[config.mk]
export PLATFORM = sky130hd
export DESIGN_NAME = i2c_slave_regmap_flat
export DESIGN_NICKNAME = d
export VERILOG_FILES = /design/src/rtl/i2c_slave_regmap_if.sv /design/src/rtl/i2c_slave_regmap.sv /design/src/flat_wrapper.sv
export SDC_FILE = /design/constraint.sdc
export NUM_CORES = 1
export LEC_CHECK = 0
export CAP_MARGIN = 20
export CORE_AREA = 2 2 146 113
export CTS_CLUSTER_DIAMETER = 120
export CTS_CLUSTER_SIZE = 25
export DETAILED_ROUTE_END_ITERATION = 10
export DIE_AREA = 0 0 148 115
export GPL_TIMING_DRIVEN = 0
export MAX_ROUTING_LAYER = met4
export PLACE_DENSITY = 0.79
export RECOVER_POWER = 50
export SLEW_MARGIN = 20
export SYNTH_ARGS = -nofsm -noshare
export SYNTH_HDL_FRONTEND = slang
export SYNTH_SLANG_ARGS = --single-unit
[constraint.sdc]
create_clock -name clk -period 10.75 [get_ports clk]
set_input_delay 1.075 -clock clk [delete_from_list [all_inputs] [get_ports clk]]
set_output_delay 1.075 -clock clk [all_outputs]
set_load 0.02 [all_outputs]
[src/rtl/i2c_slave_regmap_if.sv]
// Bus bundle between the i2c_slave core/host fabric and the register-map controller.
// slave = controller side, master = core + fabric side.
interface i2c_slave_regmap_if #(
  parameter int ADDR_W = 4
);
  logic              i2c_busy;
  logic              i2c_newData;
  logic              i2c_dataReq;
  logic [7:0]        i2c_rx_data;
  logic [7:0]        i2c_tx_data;
  logic [ADDR_W-1:0] host_addr;
  logic              host_we;
  logic [7:0]        host_wdata;
  logic [7:0]        host_rdata;
  logic              wr_strobe;
  logic [ADDR_W-1:0] wr_addr;
  logic [ADDR_W-1:0] ptr;
  logic              addr_err;

  modport slave (
    input  i2c_busy, i2c_newData, i2c_dataReq, i2c_rx_data,
    input  host_addr, host_we, host_wdata,
    output i2c_tx_data, host_rdata, wr_strobe, wr_addr, ptr, addr_err
  );

  modport master (
    output i2c_busy, i2c_newData, i2c_dataReq, i2c_rx_data,
    output host_addr, host_we, host_wdata,
    input  i2c_tx_data, host_rdata, wr_strobe, wr_addr, ptr, addr_err
  );
endinterface

[src/rtl/i2c_slave_regmap.sv]
// Pointer-addressed register bank behind the i2c_slave core: first written byte sets the
// pointer, later bytes write/read with auto-increment; a host port shares the bank.
module i2c_slave_regmap #(
  parameter int               DEPTH   = 16,
  parameter int               ADDR_W  = 4,
  parameter logic [DEPTH-1:0] RO_MASK = '0
) (
  input logic               clk,
  input logic               rst,
  i2c_slave_regmap_if.slave bus
);
  typedef enum logic [1:0] {S_IDLE, S_PTR, S_DATA} state_t;

  state_t            r_state, w_state_nxt;
  logic              r_busy_q, r_nd_q, r_dr_q;
  logic              w_busy_rise, w_busy_fall, w_nd_rise, w_dr_rise;
  logic [ADDR_W-1:0] r_ptr, w_ptr_nxt, w_ptr_inc, r_wr_addr;
  logic              w_i2c_wr, w_err, r_wr_strobe, r_addr_err;
  logic [7:0]        r_regs [DEPTH];
  logic [7:0]        r_tx, r_hrd;

  assign w_busy_rise = bus.i2c_busy & ~r_busy_q;
  assign w_busy_fall = ~bus.i2c_busy & r_busy_q;
  assign w_nd_rise   = bus.i2c_newData & ~r_nd_q;
  assign w_dr_rise   = bus.i2c_dataReq & ~r_dr_q;
  assign w_ptr_inc   = (r_ptr == ADDR_W'(DEPTH-1)) ? '0 : r_ptr + ADDR_W'(1);

  always_ff @(posedge clk or posedge rst) begin
    if (rst) begin
      r_busy_q <= 1'b0;
      r_nd_q   <= 1'b0;
      r_dr_q   <= 1'b0;
    end else begin
      r_busy_q <= bus.i2c_busy;
      r_nd_q   <= bus.i2c_newData;
      r_dr_q   <= bus.i2c_dataReq;
    end
  end

  // newData wins over a simultaneous dataReq so the pointer only moves once.
  always_comb begin
    w_state_nxt = r_state;
    w_ptr_nxt   = r_ptr;
    w_i2c_wr    = 1'b0;
    w_err       = 1'b0;
    case (r_state)
      S_IDLE: if (w_busy_rise) w_state_nxt = S_PTR;
      S_PTR: begin
        if (w_nd_rise) begin
          if ({24'd0, bus.i2c_rx_data} < 32'(DEPTH)) w_ptr_nxt = bus.i2c_rx_data[ADDR_W-1:0];
          else begin
            w_ptr_nxt = '0;
            w_err     = 1'b1;
          end
          w_state_nxt = S_DATA;
        end else if (w_dr_rise) begin
          w_ptr_nxt   = w_ptr_inc;
          w_state_nxt = S_DATA;
        end
      end
      S_DATA: begin
        if (w_nd_rise) begin
          w_i2c_wr  = 1'b1;
          w_ptr_nxt = w_ptr_inc;
        end else if (w_dr_rise) w_ptr_nxt = w_ptr_inc;
      end
      default: w_state_nxt = S_IDLE;
    endcase
    if (w_busy_fall) w_state_nxt = S_IDLE;
  end

  always_ff @(posedge clk or posedge rst) begin
    if (rst) begin
      r_state     <= S_IDLE;
      r_ptr       <= '0;
      r_wr_strobe <= 1'b0;
      r_wr_addr   <= '0;
      r_addr_err  <= 1'b0;
    end else begin
      r_state     <= w_state_nxt;
      r_ptr       <= w_ptr_nxt;
      r_wr_strobe <= w_i2c_wr;
      r_addr_err  <= w_err;
      if (w_i2c_wr) r_wr_addr <= r_ptr;
    end
  end

  // I2C write beats host write on the same register unless that register is read-only.
  always_ff @(posedge clk or posedge rst) begin
    if (rst) begin
      for (int i = 0; i < DEPTH; i++) r_regs[i] <= '0;
      r_tx  <= '0;
      r_hrd <= '0;
    end else begin
      for (int i = 0; i < DEPTH; i++) begin
        if (w_i2c_wr && r_ptr == ADDR_W'(i) && !RO_MASK[i]) r_regs[i] <= bus.i2c_rx_data;
        else if (bus.host_we && bus.host_addr == ADDR_W'(i)) r_regs[i] <= bus.host_wdata;
      end
      r_tx  <= r_regs[r_ptr];
      r_hrd <= r_regs[bus.host_addr];
    end
  end

  assign bus.i2c_tx_data = r_tx;
  assign bus.host_rdata  = r_hrd;
  assign bus.wr_strobe   = r_wr_strobe;
  assign bus.wr_addr     = r_wr_addr;
  assign bus.ptr         = r_ptr;
  assign bus.addr_err    = r_addr_err;
endmodule

[src/flat_wrapper.sv]
// flat-port wrapper written by rule: the top's interface ports become plain ports
module i2c_slave_regmap_flat 
#(
  parameter int               DEPTH   = 16,
  parameter int               ADDR_W  = 4,
  parameter logic [DEPTH-1:0] RO_MASK = '0
)
  (clk, rst, bus_i2c_busy, bus_i2c_newData, bus_i2c_dataReq, bus_i2c_rx_data, bus_host_addr, bus_host_we, bus_host_wdata, bus_i2c_tx_data, bus_host_rdata, bus_wr_strobe, bus_wr_addr, bus_ptr, bus_addr_err);
  i2c_slave_regmap_if #(.ADDR_W(ADDR_W)) bus_i ();
  input logic clk;
  input logic rst;
  input wire logic [$bits(bus_i.i2c_busy)-1:0] bus_i2c_busy;
  input wire logic [$bits(bus_i.i2c_newData)-1:0] bus_i2c_newData;
  input wire logic [$bits(bus_i.i2c_dataReq)-1:0] bus_i2c_dataReq;
  input wire logic [$bits(bus_i.i2c_rx_data)-1:0] bus_i2c_rx_data;
  input wire logic [$bits(bus_i.host_addr)-1:0] bus_host_addr;
  input wire logic [$bits(bus_i.host_we)-1:0] bus_host_we;
  input wire logic [$bits(bus_i.host_wdata)-1:0] bus_host_wdata;
  output wire logic [$bits(bus_i.i2c_tx_data)-1:0] bus_i2c_tx_data;
  output wire logic [$bits(bus_i.host_rdata)-1:0] bus_host_rdata;
  output wire logic [$bits(bus_i.wr_strobe)-1:0] bus_wr_strobe;
  output wire logic [$bits(bus_i.wr_addr)-1:0] bus_wr_addr;
  output wire logic [$bits(bus_i.ptr)-1:0] bus_ptr;
  output wire logic [$bits(bus_i.addr_err)-1:0] bus_addr_err;
  assign bus_i.i2c_busy = bus_i2c_busy;
  assign bus_i.i2c_newData = bus_i2c_newData;
  assign bus_i.i2c_dataReq = bus_i2c_dataReq;
  assign bus_i.i2c_rx_data = bus_i2c_rx_data;
  assign bus_i.host_addr = bus_host_addr;
  assign bus_i.host_we = bus_host_we;
  assign bus_i.host_wdata = bus_host_wdata;
  assign bus_i2c_tx_data = bus_i.i2c_tx_data;
  assign bus_host_rdata = bus_i.host_rdata;
  assign bus_wr_strobe = bus_i.wr_strobe;
  assign bus_wr_addr = bus_i.wr_addr;
  assign bus_ptr = bus_i.ptr;
  assign bus_addr_err = bus_i.addr_err;
  i2c_slave_regmap #(.DEPTH(DEPTH), .ADDR_W(ADDR_W), .RO_MASK(RO_MASK)) u_core (.clk(clk), .rst(rst), .bus(bus_i));
endmodule
**Word level (Yosys, flattened, before mapping)**

Index checks and enable logic that the tools add are counted.

- Register bits after elaboration: 159
- Logic and storage cells: 182
- Bits of input ports: 26

- Reductions and logical operators: 53
- Mux-type cells: 54
- Equal/unequal tests: 35
- Bitwise operators: 10
- $add $sub $neg: 1
- Magnitude comparators: 3

Operators with widths:

| cell | count |
|---|---|
| 2-to-1 mux 8 bit | 36 |
| binary-select mux 8 bit (select 4 bit) | 2 |
| equality test 4 bit (second input constant) | 16 |
| nonzero test 2 bit | 17 |
| equality test 4 x 3 -> 1 bit (second input constant) | 8 |
| logical AND 1 bit | 32 |
| 2-to-1 mux 4 bit | 5 |
| equality test 4 x 2 -> 1 bit (second input constant) | 4 |
| >= comparator 5 bit (second input constant) | 2 |
| NOT 4 -> 5 bit | 2 |
| equality test 4 x 1 -> 1 bit (second input constant) | 2 |
| zero test 4 bit | 2 |
| less-than comparator 8 x 5 -> 1 bit (second input constant) | 1 |
| 2-to-1 mux 2 bit | 4 |
| one-hot mux 4 bit (2 select lines) | 1 |
| one-hot mux 2 bit (3 select lines) | 1 |
| 2-to-1 mux 1 bit | 5 |
| adder 4 x 1 -> 4 bit (second input constant) | 1 |
| bitwise AND 1 bit | 4 |
| != test 4 x 1 -> 1 bit (second input constant) | 1 |
| NOT 1 bit | 4 |
| != test 3 x 1 -> 1 bit (second input constant) | 1 |
| AND reduction 3 bit | 1 |
| equality test 2 x 1 -> 1 bit (second input constant) | 1 |
| 3 further kinds | 3 |

**Logic depth before layout (Yosys ltp)**

- Depth after elaboration: 6
- Gate-level depth with buffers: 8
- Depth with buffers taken out: 6

**Worst setup path before layout**

Ideal clock, no wire load.

- Path kind: input to register
- Start point: input bus_host_addr[0]
- End point: register u_core.r_hrd[3], in the netlist u_core.bus.host_rdata[3]
- Required time: 10.626 ns
- Stages on the path: 5
- Data arrival time: 2.229 ns
- Library setup time: 0.124 ns
- Setup slack: 8.397 ns
- Cells stage by stage: buf_4 -> buf_2 -> mux4_2 -> a22oi_1 -> nand2_1

- Cells in the longest elaborated chain, start to end: 4

Ends and longest elaborated chain:

| what | RTL line | RTL |
|---|---|---|
| from (decl) | flat_wrapper.sv:16 | `input wire logic [$bits(bus_i.host_addr)-1:0] bus_host_addr;` |
| NOT 4 -> 5 bit (not written as such) | i2c_slave_regmap.sv:100 | `r_hrd <= r_regs[bus.host_addr];` |
| binary-select mux 8 bit (select 4 bit) | i2c_slave_regmap.sv:100 |  |
| 2-to-1 mux 8 bit (not written as such) (2 in a row) | i2c_slave_regmap.sv:100 |  |
| to (signal assigned) | i2c_slave_regmap.sv:100 |  |
| to (decl) | i2c_slave_regmap.sv:20 | `logic [7:0] r_tx, r_hrd;` |

No other way between the ends. The select of a mux whose other input is x is not followed.
A chain may end at the register's enable or synchronous reset.

==> metrics <==
first-pass GRT wire length=43.4 mm; reg-to-reg critical path startpoint=u_core.bus.ptr[1]; number of hold buffers added after cts=0; standby leakage power=between 0.004 and 0.005 uW; final-stage net count=~930; PortBufs=43; kind of capture point of the worst setup path=async pin; Critical-path top delay cell=clkinvlp_2; overall die area=0.0170 mm2; worst hold-check path type=reg -> reg; f_max=0.296 GHz; number of design rule violations left after detail routing=0; global route total overflow=0; Std-Cell Rows=40; net count of the mapped netlist=between 800 and 900; most common library cells after synthesis=dfrtp_1 (159), nor2_1 (133), a21oi_1 (131); R2R Setup Slk=7960 ps; time the final worst path needs with I/O delays and setup=between 3000 and 4000 ps; number of detailed-routing iterations run before antenna repair=6; critical path data required time=roughly 11000 ps; result of the run=complete, but fails checks; total clock buffers created by CTS=17; largest area contributor in the netlist=dfrtp_1; placed insts=between 1000 and 1500; biggest area contributors in the synthesized netlist=dfrtp_1 (43%), mux4_2 (16%), mux2i_1 (14%), a21oi_1 (7.2%), nor2_1 (5.4%); depth of the worst register-to-register path=8; weighted congestion reported at the end of routability-driven placement=between 1 and 1.5; Worst setup SP type=input port; clk root buf=clkbuf_16; endpoint with the worst hold slack=u_core.r_state[0]; final total negative setup slack=0 ps; cells along the critical path=dlygate4sd3_1 -> clkinvlp_2; Tightest Pin Transition=roughly 3000 ps; most instantiated flip-flop cell in the synthesis netlist=dfrtp_1; number of DRC markers in iteration 0=970; clock transition at the registers of the reported paths=approximately 60 ps; worst-case clock buffer depth=2; number of cells on the worst hold path=1; areal power density over the cells=approximately 250 mW/mm2; Post-Syn Area=about 0.009 mm2; violated checks=max-capacitance violations, max-slew violations; max-cap violations=1; detailed-route wire length=slightly below 30 mm; Resized cells post-CTS=0; number of instances in the synthesized netlist=roughly 830; Async S/R FF share, synth=1.00; Crit path max-delay family=buffers and inverters; Slew Limit Headroom=-1.07; clock tree from TritonCTS=yes; final hold violation count=0; mean post-synth cell area=~11 um2; Post-synth EDFFs=0; sum of buffers and inverters on the critical path=2; Diodes inserted=0; combined global-route utilization of all metal layers=0.366; average detailed-routed wire length per instance=between 20 and 30 um; fraction of layout instances using a drive strength above 1=0.160; Finished Core Util=0.669; largest driver fanout on the critical path=70; total setup violations reported at the end of the flow=0; number of warnings printed during yosys synthesis=0; via count of the first global-routing pass=roughly 7200; launch instance of the worst min-delay path=u_core.r_busy_q; Initial Utilization=0.587; Clock Latency Late Sink=approximately 440 ps; overall power consumption=between 2000 and 3000 uW; number of levels the H-tree was split into=4; worst clock skew on the final layout=between 6 and 7 ps; hpwl dp=just under 20 mm; dominant cell by count in the synthesized netlist=dfrtp_1; category of the critical setup timing path=in -> async; largest net degree at the start of global routing=91; # fillers=between 1000 and 1500; setup repair after global routing missed its margin=false; final max-slew violation count=70; Worst IR Drop VDD=0.000145 V; area share of the largest cell type after synthesis=0.434; Tcrit/Tclk final=0.314; total of flip-flops plus latches after synthesis=roughly 160; number of clock sinks=159; synthesis-to-layout area growth=14.0%; sequential cell area in the final layout=approximately 0.0040 mm2; vertical die dimension=115 um; delay of the slowest critical-path stage=between 1500 and 2000 ps; die span in x=roughly 150 um; WP data arrival=3430 ps; multi-input logic area=0.00482 mm2; CP Depth=2; initial antenna violation count=0; remaining antenna violation count after routing=0; reg-to-reg endpoint=u_core.r_regs[120]; total via count after detailed routing=7568; area of the core region=between 0.015 and 0.02 mm2; Vias per Instance=between 6 and 7; setup fix buffers added after clock tree synthesis=0; share of the yosys chip area belonging to registers=0.434; Final Instance Count excl. Fillers=between 1000 and 1500; I/O pin total=52; number of distinct standard cells referenced by the synthesized netlist=40
-- registers in the layout, summed over array words and instances (netlist names) --
register and cells:
u_core.r_dr_q 1, u_core.bus.ptr 4, u_core.r_nd_q 1, u_core.bus.wr_strobe 1, u_core.bus.wr_addr 4, u_core.bus.i2c_tx_data 8
u_core.bus.host_rdata 8, u_core.r_busy_q 1, u_core.r_regs 128, u_core.bus.addr_err 1, u_core.r_state 2
-- final cells by class --
| type | instances | share of cell area |
|---|---|---|
| Inverter | 7 | 0.00263 |
| Tap cell | 210 | 0.0251 |
| Clock buffer | 24 | 0.0480 |
| Multi-Input combinational cell | 596 | 0.462 |
| Timing Repair Buffer | 44 | 0.0438 |
| Buffer | 71 | 0.0325 |
| Sequential cell | 159 | 0.381 |
| Clock inverter | 6 | 0.00551 |
-- layer usage --
metal | vias to the layer above | part of all wire | global-route usage
met5 | - | 0 | -
met3 | 84 | 0.14 | 0.153
met2 | 541 | 0.43 | 0.511
met4 | 0 | 0.039 | 0.144
li1 | 3184 | - | -
met1 | 3759 | 0.39 | 0.478
-- power by group --
part	internal (uW)	total (uW)	switching, uW
clock network	345	591	246
registers	829	1010	177
logic	499	1010	510
total	1670	2610	934
-- cell usage in the layout (no fill, tap or decap), types with 5 or more instances in the layout --
| cell | n |
|---|---|
| a21oi_1 | 131 |
| inv_1 | 6 |
| mux4_2 | 64 |
| a22oi_1 | 32 |
| dfrtp_1 | 159 |
| nand2b_1 | 8 |
| buf_4 | 5 |
| buf_2 | 31 |
| nand3_1 | 17 |
| clkbuf_8 | 5 |
| ha_1 | 9 |
| mux2i_1 | 128 |
| nand2_1 | 23 |
| clkdlybuf4s50_1 | 39 |
| o21ai_0 | 5 |
| clkbuf_1 | 31 |
| clkbuf_16 | 17 |
| nor2_2 | 9 |
| nor2_1 | 133 |
-- how the worst max path moves through the flow --
| stage | startpoint | endpoint | slack (ps) |
|---|---|---|---|
| 2_1_floorplan | rst | u_core.bus.addr_err | 5380 |
| 3_3_place_gp | rst | u_core.r_regs[11] | 3170 |
| 3_5_place_dp | bus_host_addr[1] | u_core.bus.host_rdata[6] | 7360 |
| 4_1_cts | bus_host_addr[1] | u_core.bus.host_rdata[3] | 7810 |
| 5_1_grt | rst | u_core.r_regs[68] | 6780 |
| 6_report | rst | u_core.r_regs[83] | 7370 |
-- stage by stage --
stage               setup WS (ps)  instance area (um2)  hold WS [ps]
finish                       7370                10400           497
detailed placement           7360                 9900           485
CTS                          7810                10500           493
floorplan                    5380                 9170           449
global route                 6780                10400           536
global placement             3170                 9860           480
-- kinds of logic after synthesis --
| kind of cell | share of synthesized area |
|---|---|
| AOI/OAI and AO/OA | 0.111 |
| adders and majority gates | 0.0123 |
| buffers and inverters | 0.0400 |
| and+or+nand+nor | 0.101 |
| DFF | 0.434 |
| muxes | 0.302 |
(Power assumes the default switching activity.)
